$ cat config.mk
export PLATFORM = sky130hd
export DESIGN_NAME = mem_ctrl_flat
export DESIGN_NICKNAME = d
export VERILOG_FILES = /design/src/rtl/mem_ctrl_if.sv /design/src/rtl/mem_ctrl.sv /design/src/flat_wrapper.sv
export SDC_FILE = /design/constraint.sdc
export NUM_CORES = 1
export LEC_CHECK = 0
export ABC_AREA = 1
export CAP_MARGIN = 5
export CELL_PAD_IN_SITES_DETAIL_PLACEMENT = 0
export CELL_PAD_IN_SITES_GLOBAL_PLACEMENT = 1
export CORE_ASPECT_RATIO = 0.6
export CORE_MARGIN = 10
export CORE_UTILIZATION = 33
export DETAILED_ROUTE_END_ITERATION = 16
export GPL_TIMING_DRIVEN = 0
export PLACE_DENSITY = 0.8
export SKIP_CTS_REPAIR_TIMING = 1
export SLEW_MARGIN = 20
export SYNTH_ARGS = -nofsm -noshare
export SYNTH_HDL_FRONTEND = slang
export SYNTH_SLANG_ARGS = --single-unit
$ cat constraint.sdc
create_clock -name clk -period 3 [get_ports clk]
set_input_delay 0.45 -clock clk [delete_from_list [all_inputs] [get_ports clk]]
set_output_delay 0.45 -clock clk [all_outputs]
set_load 0.01 [all_outputs]
$ cat src/rtl/mem_ctrl_if.sv
// CPU request bus and RAM control bus of the memory request controller.
// slave is the controller's view; master is the view of whatever drives the CPU and RAM sides.
interface mem_ctrl_if;
  logic       cpu_req;
  logic       cpu_write;
  logic [6:0] cpu_addr;
  logic [7:0] cpu_wdata;
  logic       cpu_busy;
  logic       cpu_done;
  logic       cpu_err;
  logic [7:0] cpu_rdata;
  logic [7:0] access_count;

  logic       mem_en;
  logic       mem_read;
  logic       mem_write;
  logic [6:0] mem_address;
  logic [7:0] mem_wdata;
  logic [7:0] mem_rdata;
  logic       mem_ready;

  modport slave (
    input  cpu_req, cpu_write, cpu_addr, cpu_wdata, mem_rdata, mem_ready,
    output cpu_busy, cpu_done, cpu_err, cpu_rdata, access_count,
           mem_en, mem_read, mem_write, mem_address, mem_wdata
  );

  modport master (
    output cpu_req, cpu_write, cpu_addr, cpu_wdata, mem_rdata, mem_ready,
    input  cpu_busy, cpu_done, cpu_err, cpu_rdata, access_count,
           mem_en, mem_read, mem_write, mem_address, mem_wdata
  );
endinterface

$ cat src/rtl/mem_ctrl.sv
// Converts single-cycle CPU load/store strobes into the RAM's level-held enable protocol,
// with a ready timeout, a one-cycle recovery gap and a wrapping success counter.
module mem_ctrl #(
  parameter int unsigned TIMEOUT_CYCLES = 8
) (
  input logic       clk,
  input logic       reset,
  mem_ctrl_if.slave bus
);

  localparam logic [7:0] TmoLast = 8'(TIMEOUT_CYCLES - 1);

  typedef enum logic [1:0] {
    StIdle,
    StAccess,
    StRecover
  } state_e;

  state_e     state_q, state_d;
  logic       write_q, write_d;
  logic [6:0] addr_q, addr_d;
  logic [7:0] wdata_q, wdata_d;
  logic [7:0] tmo_q, tmo_d;
  logic       done_q, done_d;
  logic       err_q, err_d;
  logic [7:0] rdata_q, rdata_d;
  logic [7:0] count_q, count_d;

  always_ff @(posedge clk) begin
    if (reset) begin
      state_q <= StIdle;
      write_q <= 1'b0;
      addr_q  <= '0;
      wdata_q <= '0;
      tmo_q   <= '0;
      done_q  <= 1'b0;
      err_q   <= 1'b0;
      rdata_q <= '0;
      count_q <= '0;
    end else begin
      state_q <= state_d;
      write_q <= write_d;
      addr_q  <= addr_d;
      wdata_q <= wdata_d;
      tmo_q   <= tmo_d;
      done_q  <= done_d;
      err_q   <= err_d;
      rdata_q <= rdata_d;
      count_q <= count_d;
    end
  end

  always_comb begin
    state_d = state_q;
    write_d = write_q;
    addr_d  = addr_q;
    wdata_d = wdata_q;
    tmo_d   = tmo_q;
    done_d  = 1'b0;
    err_d   = 1'b0;
    rdata_d = rdata_q;
    count_d = count_q;

    unique case (state_q)
      StIdle: begin
        if (bus.cpu_req) begin
          write_d = bus.cpu_write;
          addr_d  = bus.cpu_addr;
          wdata_d = bus.cpu_wdata;
          tmo_d   = '0;
          state_d = StAccess;
        end
      end
      StAccess: begin
        // Ready takes priority over the timeout terminal count.
        if (bus.mem_ready) begin
          done_d  = 1'b1;
          count_d = count_q + 8'd1;
          if (!write_q) begin
            rdata_d = bus.mem_rdata;
          end
          state_d = StRecover;
        end else if (tmo_q == TmoLast) begin
          done_d  = 1'b1;
          err_d   = 1'b1;
          state_d = StRecover;
        end else begin
          tmo_d = tmo_q + 8'd1;
        end
      end
      StRecover: begin
        state_d = StIdle;
      end
      default: begin
        state_d = StIdle;
      end
    endcase
  end

  // Enable is dropped outside ACCESS so the RAM's ready counter re-arms.
  assign bus.mem_en       = (state_q == StAccess);
  assign bus.mem_read     = bus.mem_en & ~write_q;
  assign bus.mem_write    = bus.mem_en & write_q;
  assign bus.mem_address  = addr_q;
  assign bus.mem_wdata    = wdata_q;
  assign bus.cpu_busy     = (state_q != StIdle);
  assign bus.cpu_done     = done_q;
  assign bus.cpu_err      = err_q;
  assign bus.cpu_rdata    = rdata_q;
  assign bus.access_count = count_q;

endmodule

$ cat src/flat_wrapper.sv
// flat-port wrapper written by rule: the top's interface ports become plain ports
module mem_ctrl_flat 
#(
  parameter int unsigned TIMEOUT_CYCLES = 8
)
  (clk, reset, bus_cpu_req, bus_cpu_write, bus_cpu_addr, bus_cpu_wdata, bus_mem_rdata, bus_mem_ready, bus_cpu_busy, bus_cpu_done, bus_cpu_err, bus_cpu_rdata, bus_access_count, bus_mem_en, bus_mem_read, bus_mem_write, bus_mem_address, bus_mem_wdata);
  mem_ctrl_if bus_i ();
  input logic clk;
  input logic reset;
  input wire logic [$bits(bus_i.cpu_req)-1:0] bus_cpu_req;
  input wire logic [$bits(bus_i.cpu_write)-1:0] bus_cpu_write;
  input wire logic [$bits(bus_i.cpu_addr)-1:0] bus_cpu_addr;
  input wire logic [$bits(bus_i.cpu_wdata)-1:0] bus_cpu_wdata;
  input wire logic [$bits(bus_i.mem_rdata)-1:0] bus_mem_rdata;
  input wire logic [$bits(bus_i.mem_ready)-1:0] bus_mem_ready;
  output wire logic [$bits(bus_i.cpu_busy)-1:0] bus_cpu_busy;
  output wire logic [$bits(bus_i.cpu_done)-1:0] bus_cpu_done;
  output wire logic [$bits(bus_i.cpu_err)-1:0] bus_cpu_err;
  output wire logic [$bits(bus_i.cpu_rdata)-1:0] bus_cpu_rdata;
  output wire logic [$bits(bus_i.access_count)-1:0] bus_access_count;
  output wire logic [$bits(bus_i.mem_en)-1:0] bus_mem_en;
  output wire logic [$bits(bus_i.mem_read)-1:0] bus_mem_read;
  output wire logic [$bits(bus_i.mem_write)-1:0] bus_mem_write;
  output wire logic [$bits(bus_i.mem_address)-1:0] bus_mem_address;
  output wire logic [$bits(bus_i.mem_wdata)-1:0] bus_mem_wdata;
  assign bus_i.cpu_req = bus_cpu_req;
  assign bus_i.cpu_write = bus_cpu_write;
  assign bus_i.cpu_addr = bus_cpu_addr;
  assign bus_i.cpu_wdata = bus_cpu_wdata;
  assign bus_i.mem_rdata = bus_mem_rdata;
  assign bus_i.mem_ready = bus_mem_ready;
  assign bus_cpu_busy = bus_i.cpu_busy;
  assign bus_cpu_done = bus_i.cpu_done;
  assign bus_cpu_err = bus_i.cpu_err;
  assign bus_cpu_rdata = bus_i.cpu_rdata;
  assign bus_access_count = bus_i.access_count;
  assign bus_mem_en = bus_i.mem_en;
  assign bus_mem_read = bus_i.mem_read;
  assign bus_mem_write = bus_i.mem_write;
  assign bus_mem_address = bus_i.mem_address;
  assign bus_mem_wdata = bus_i.mem_wdata;
  mem_ctrl #(.TIMEOUT_CYCLES(TIMEOUT_CYCLES)) u_core (.clk(clk), .reset(reset), .bus(bus_i));
endmodule
==> key figures <==
Run status
  – Outcome: complete, no violations

Timing
  – Setup Total Neg Slack: 0 ps
  – Hold WS: slightly below 500 ps
  – Number of endpoints failing setup at the final stage: 0
  – Unrepaired setup endpoints after global routing: no
  – Final cycle utilization of the critical path: between 70% and 80%
  – Relative slew slack: 70.58%
  – Final setup skew: 6.024 ps
  – Hold Violations, Final: 0
  – Transition at the pin with the smallest max-transition slack: about 440 ps
  – Min cycle time layout: 2215 ps
  – Number of pins with negative max-slew slack in the final report: 0
  – Highest achievable clock rate: 0.4514 GHz

CTS
  – Clock tree from TritonCTS: yes
  – Later-pin clock latency in the skew report: 290 ps
  – Number of buffers on the longest clock path: 2
  – Clock root buffer master: sky130_fd_sc_hd__clkbuf_8
  – Total number of clock tree sinks: 44
  – Max H-tree Level: 2
  – Clock Pin Slew Worst Setup and Hold Paths: 80 ps
  – TritonCTS buffer count: 5

Logic synthesis
  – Synthesis Warnings: 0
  – Count of mapped cells out of synthesis: 267
  – Sequential fraction of the synthesis area: a little under half
  – Area of the mapped netlist: 0.001867 mm²
  – Register bit count reported by yosys: 44
  – Compound-cell area share of the yosys netlist: 9.651%
  – Top post-synthesis cells by area: sky130_fd_sc_hd__dfxtp_1 (47%), sky130_fd_sc_hd__nor2_1 (15%), sky130_fd_sc_hd__nand2_1 (10%)
  – Portion of netlist area occupied by mux cells: 0%
  – Post-synthesis cell type with the largest combined area: sky130_fd_sc_hd__dfxtp_1
  – Xor/xnor share of the synthesized area: 0.4692%
  – Combinational family with the most area after synthesis: simple AND/OR/NAND/NOR gates
  – Number of nets in the synthesized netlist: 297
  – Arithmetic-cell share of the synthesized area counting full adders, half adders and majority gates: 1.340%
  – Average cell area after synthesis: 6.992 µm²
  – Area share of the leading cell type in the synthesized netlist: 47.18%
  – Simple-Gate Fraction of Synth Area: 34.25%
  – Unique masters post-synth: 21

Placed design
  – Number of port buffers: 64
  – Half-perimeter wire length of the detailed placement result: 4251 µm
  – Final GP Congestion: ~0.80

Finish
  – Multi-input combinational cell area: ~850 µm²
  – Layout cell share with drive strength beyond 1: 5.605%
  – Storage element area: about 880 µm²
  – Most frequent standard cell in the layout excluding fill and tap cells: sky130_fd_sc_hd__nor2_1
  – Highest-count cells in the layout ignoring fill and taps: sky130_fd_sc_hd__nor2_1 (74), sky130_fd_sc_hd__clkdlybuf4s50_1 (64), sky130_fd_sc_hd__nand2_1 (50), sky130_fd_sc_hd__dfxtp_1 (44), sky130_fd_sc_hd__o21ai_0 (27)
  – Final Net Count: 368
  – Layout area overhead: 44.71%
  – Number of antenna cells inserted: 0
  – Utilization of the core after routing: 48.96%
  – Number of fillers in the final layout: 577

Global route
  – Total Routing Usage GR: a little under an eighth
  – Number of antenna violations at the first check in global routing: 0
  – Number of global-route vias before repair: 1703
  – First-pass GRT wire length: roughly 8700 µm
  – Pin count of the biggest net entering global routing: 14
  – Final global-route overflow total: 0

Power and ir drop
  – Pwr per Cell Area: 489.9 mW/mm²
  – Peak VDD IR: between 0.2 and 0.3 mV
  – Leakage power total: 1.108 nW

Critical path
  – Category of the critical setup timing path: flip-flop to primary output
  – Most common cell type on the critical path: sky130_fd_sc_hd__nor2_4
  – Highest fanout seen on the critical path: 9
  – Cell class contributing the biggest share of worst-path delay: buffers and inverters
  – Critical path endpoint category: primary output
  – Critical path data arrival time: 1770 ps
  – CP max-delay cell: sky130_fd_sc_hd__clkdlybuf4s50_1
  – Startpoint type of the worst setup path: flip-flop
  – Buf+Inv Stages, Crit Path: 3
  – WP data required: about 2600 ps
  – Worst-path cell chain: inv_1 -> nor2_4 -> inv_2 -> nor2_4 -> clkdlybuf4s50_1
  – Highest cell delay on the worst timing path: 560 ps

Die
  – Core area: approximately 0.0055 mm²
  – Number of rows created at floorplan: 21
  – Die ar.: around 0.0092 mm²
  – Initial core utilization: 33.83%
  – DIE WIDTH: 117.1 µm
  – Chip height: ~80 µm
  – Top-Level Pins: 65

Detailed routing
  – Drt first-iter violations: a little under 100
  – Via Count: 1827
  – Average wire per standard cell: 13.26 µm
  – First-pass detailed-route iteration total: 4
  – Final WL: 5411 µm
  – Routed Antenna Nets: 0
  – Vias/cell: 4.478
  – DR DRC count: 0

Min path
  – Hold/Removal Path Class: flip-flop to flip-flop

Flow run
  – Count of maximum capacitance violations: 0
[cell usage after synthesis (all sizes together)]
cell type	number
a21oi	9
buf	1
clkbuf	4
clkinv	2
dfxtp	44
ha	2
inv	27
nand2	51
nand3	15
nand4	4
nor2	78
nor3	2
o21ai	27
xor2	1
[final cells by class]
type,instances,share of cell area [%]
Clock inverter,2,1.297
Multi-Input combinational cell,189,31.59
Sequential cell,44,32.61
Buffer,5,0.8337
Timing Repair Buffer,64,23.71
Inverter,29,4.076
Clock buffer,6,2.686
Tap cell,69,3.196
[sequential cells by signal (all words and copies together) (netlist names)]
register and count:
u_core.bus.access_count 8, u_core.tmo_q 8, u_core.state_q 2, u_core.bus.mem_address 7, u_core.bus.cpu_err 1, u_core.bus.cpu_rdata 8
u_core.bus.mem_wdata 8, u_core.write_q 1, u_core.bus.cpu_done 1
[path summary, 6_finish.rpt]
path	startpoint	end	slack (ps)	cells after the start
max	u_core.state_q[0]	bus_mem_read	780	5
max reg2reg	u_core.state_q[1]	u_core.bus.mem_wdata[4]	1520	6
min	u_core.bus.access_count[6]	u_core.bus.access_count[6]	480	2
min reg2reg	u_core.bus.access_count[6]	u_core.bus.access_count[6]	480	2
[worst register-to-register path: cells and delay by family, from the launching register on]
| family | cells | cell delay (ps) |
|---|---|---|
| flops | 1 | 350 |
| buf+inv | 2 | 470 |
| simple gates | 4 | 600 |
[layer usage]
| metal | vias up | share of wire (%) | GRT usage (%) |
|---|---|---|---|
| li1 | 989 | - | - |
| met1 | 790 | 53 | 16.50 |
| met2 | 46 | 39 | 16.62 |
| met3 | 2 | 7.0 | 4.024 |
| met4 | 0 | 0.54 | 2.826 |
| met5 | - | 0 | 0 |
[kinds of logic (layout without fill, tap and decap cells)]
group | after synthesis | count (layout)
buffers and inverters | 34 | 106
flip-flops | 44 | 44
AND/OR/NAND/NOR | 150 | 150
XOR/XNOR | 1 | 1
adder cells (fa/ha/maj) | 2 | 2
AO/OA/AOI/OAI | 36 | 36
[stage by stage]
step | worst slack (ps) | instances | total power [mW] | area, µm²
2_1_floorplan | 1677 | 267 | 0.7590 | 1867
6_report | 784.7 | 408 | 1.323 | 2701
3_3_place_gp | 943.1 | 400 | 0.8907 | 2594
3_5_place_dp | 897.5 | 400 | 0.8940 | 2594
5_1_grt | 649.9 | 408 | 1.391 | 2701
4_1_cts | 728.7 | 408 | 1.344 | 2701
[where the power goes]
part / switching [mW] / internal (mW)
registers: 0.0201 / 0.617
logic: 0.118 / 0.121
clock network: 0.200 / 0.247
total: 0.338 / 0.986
(Power assumes the default switching activity.)
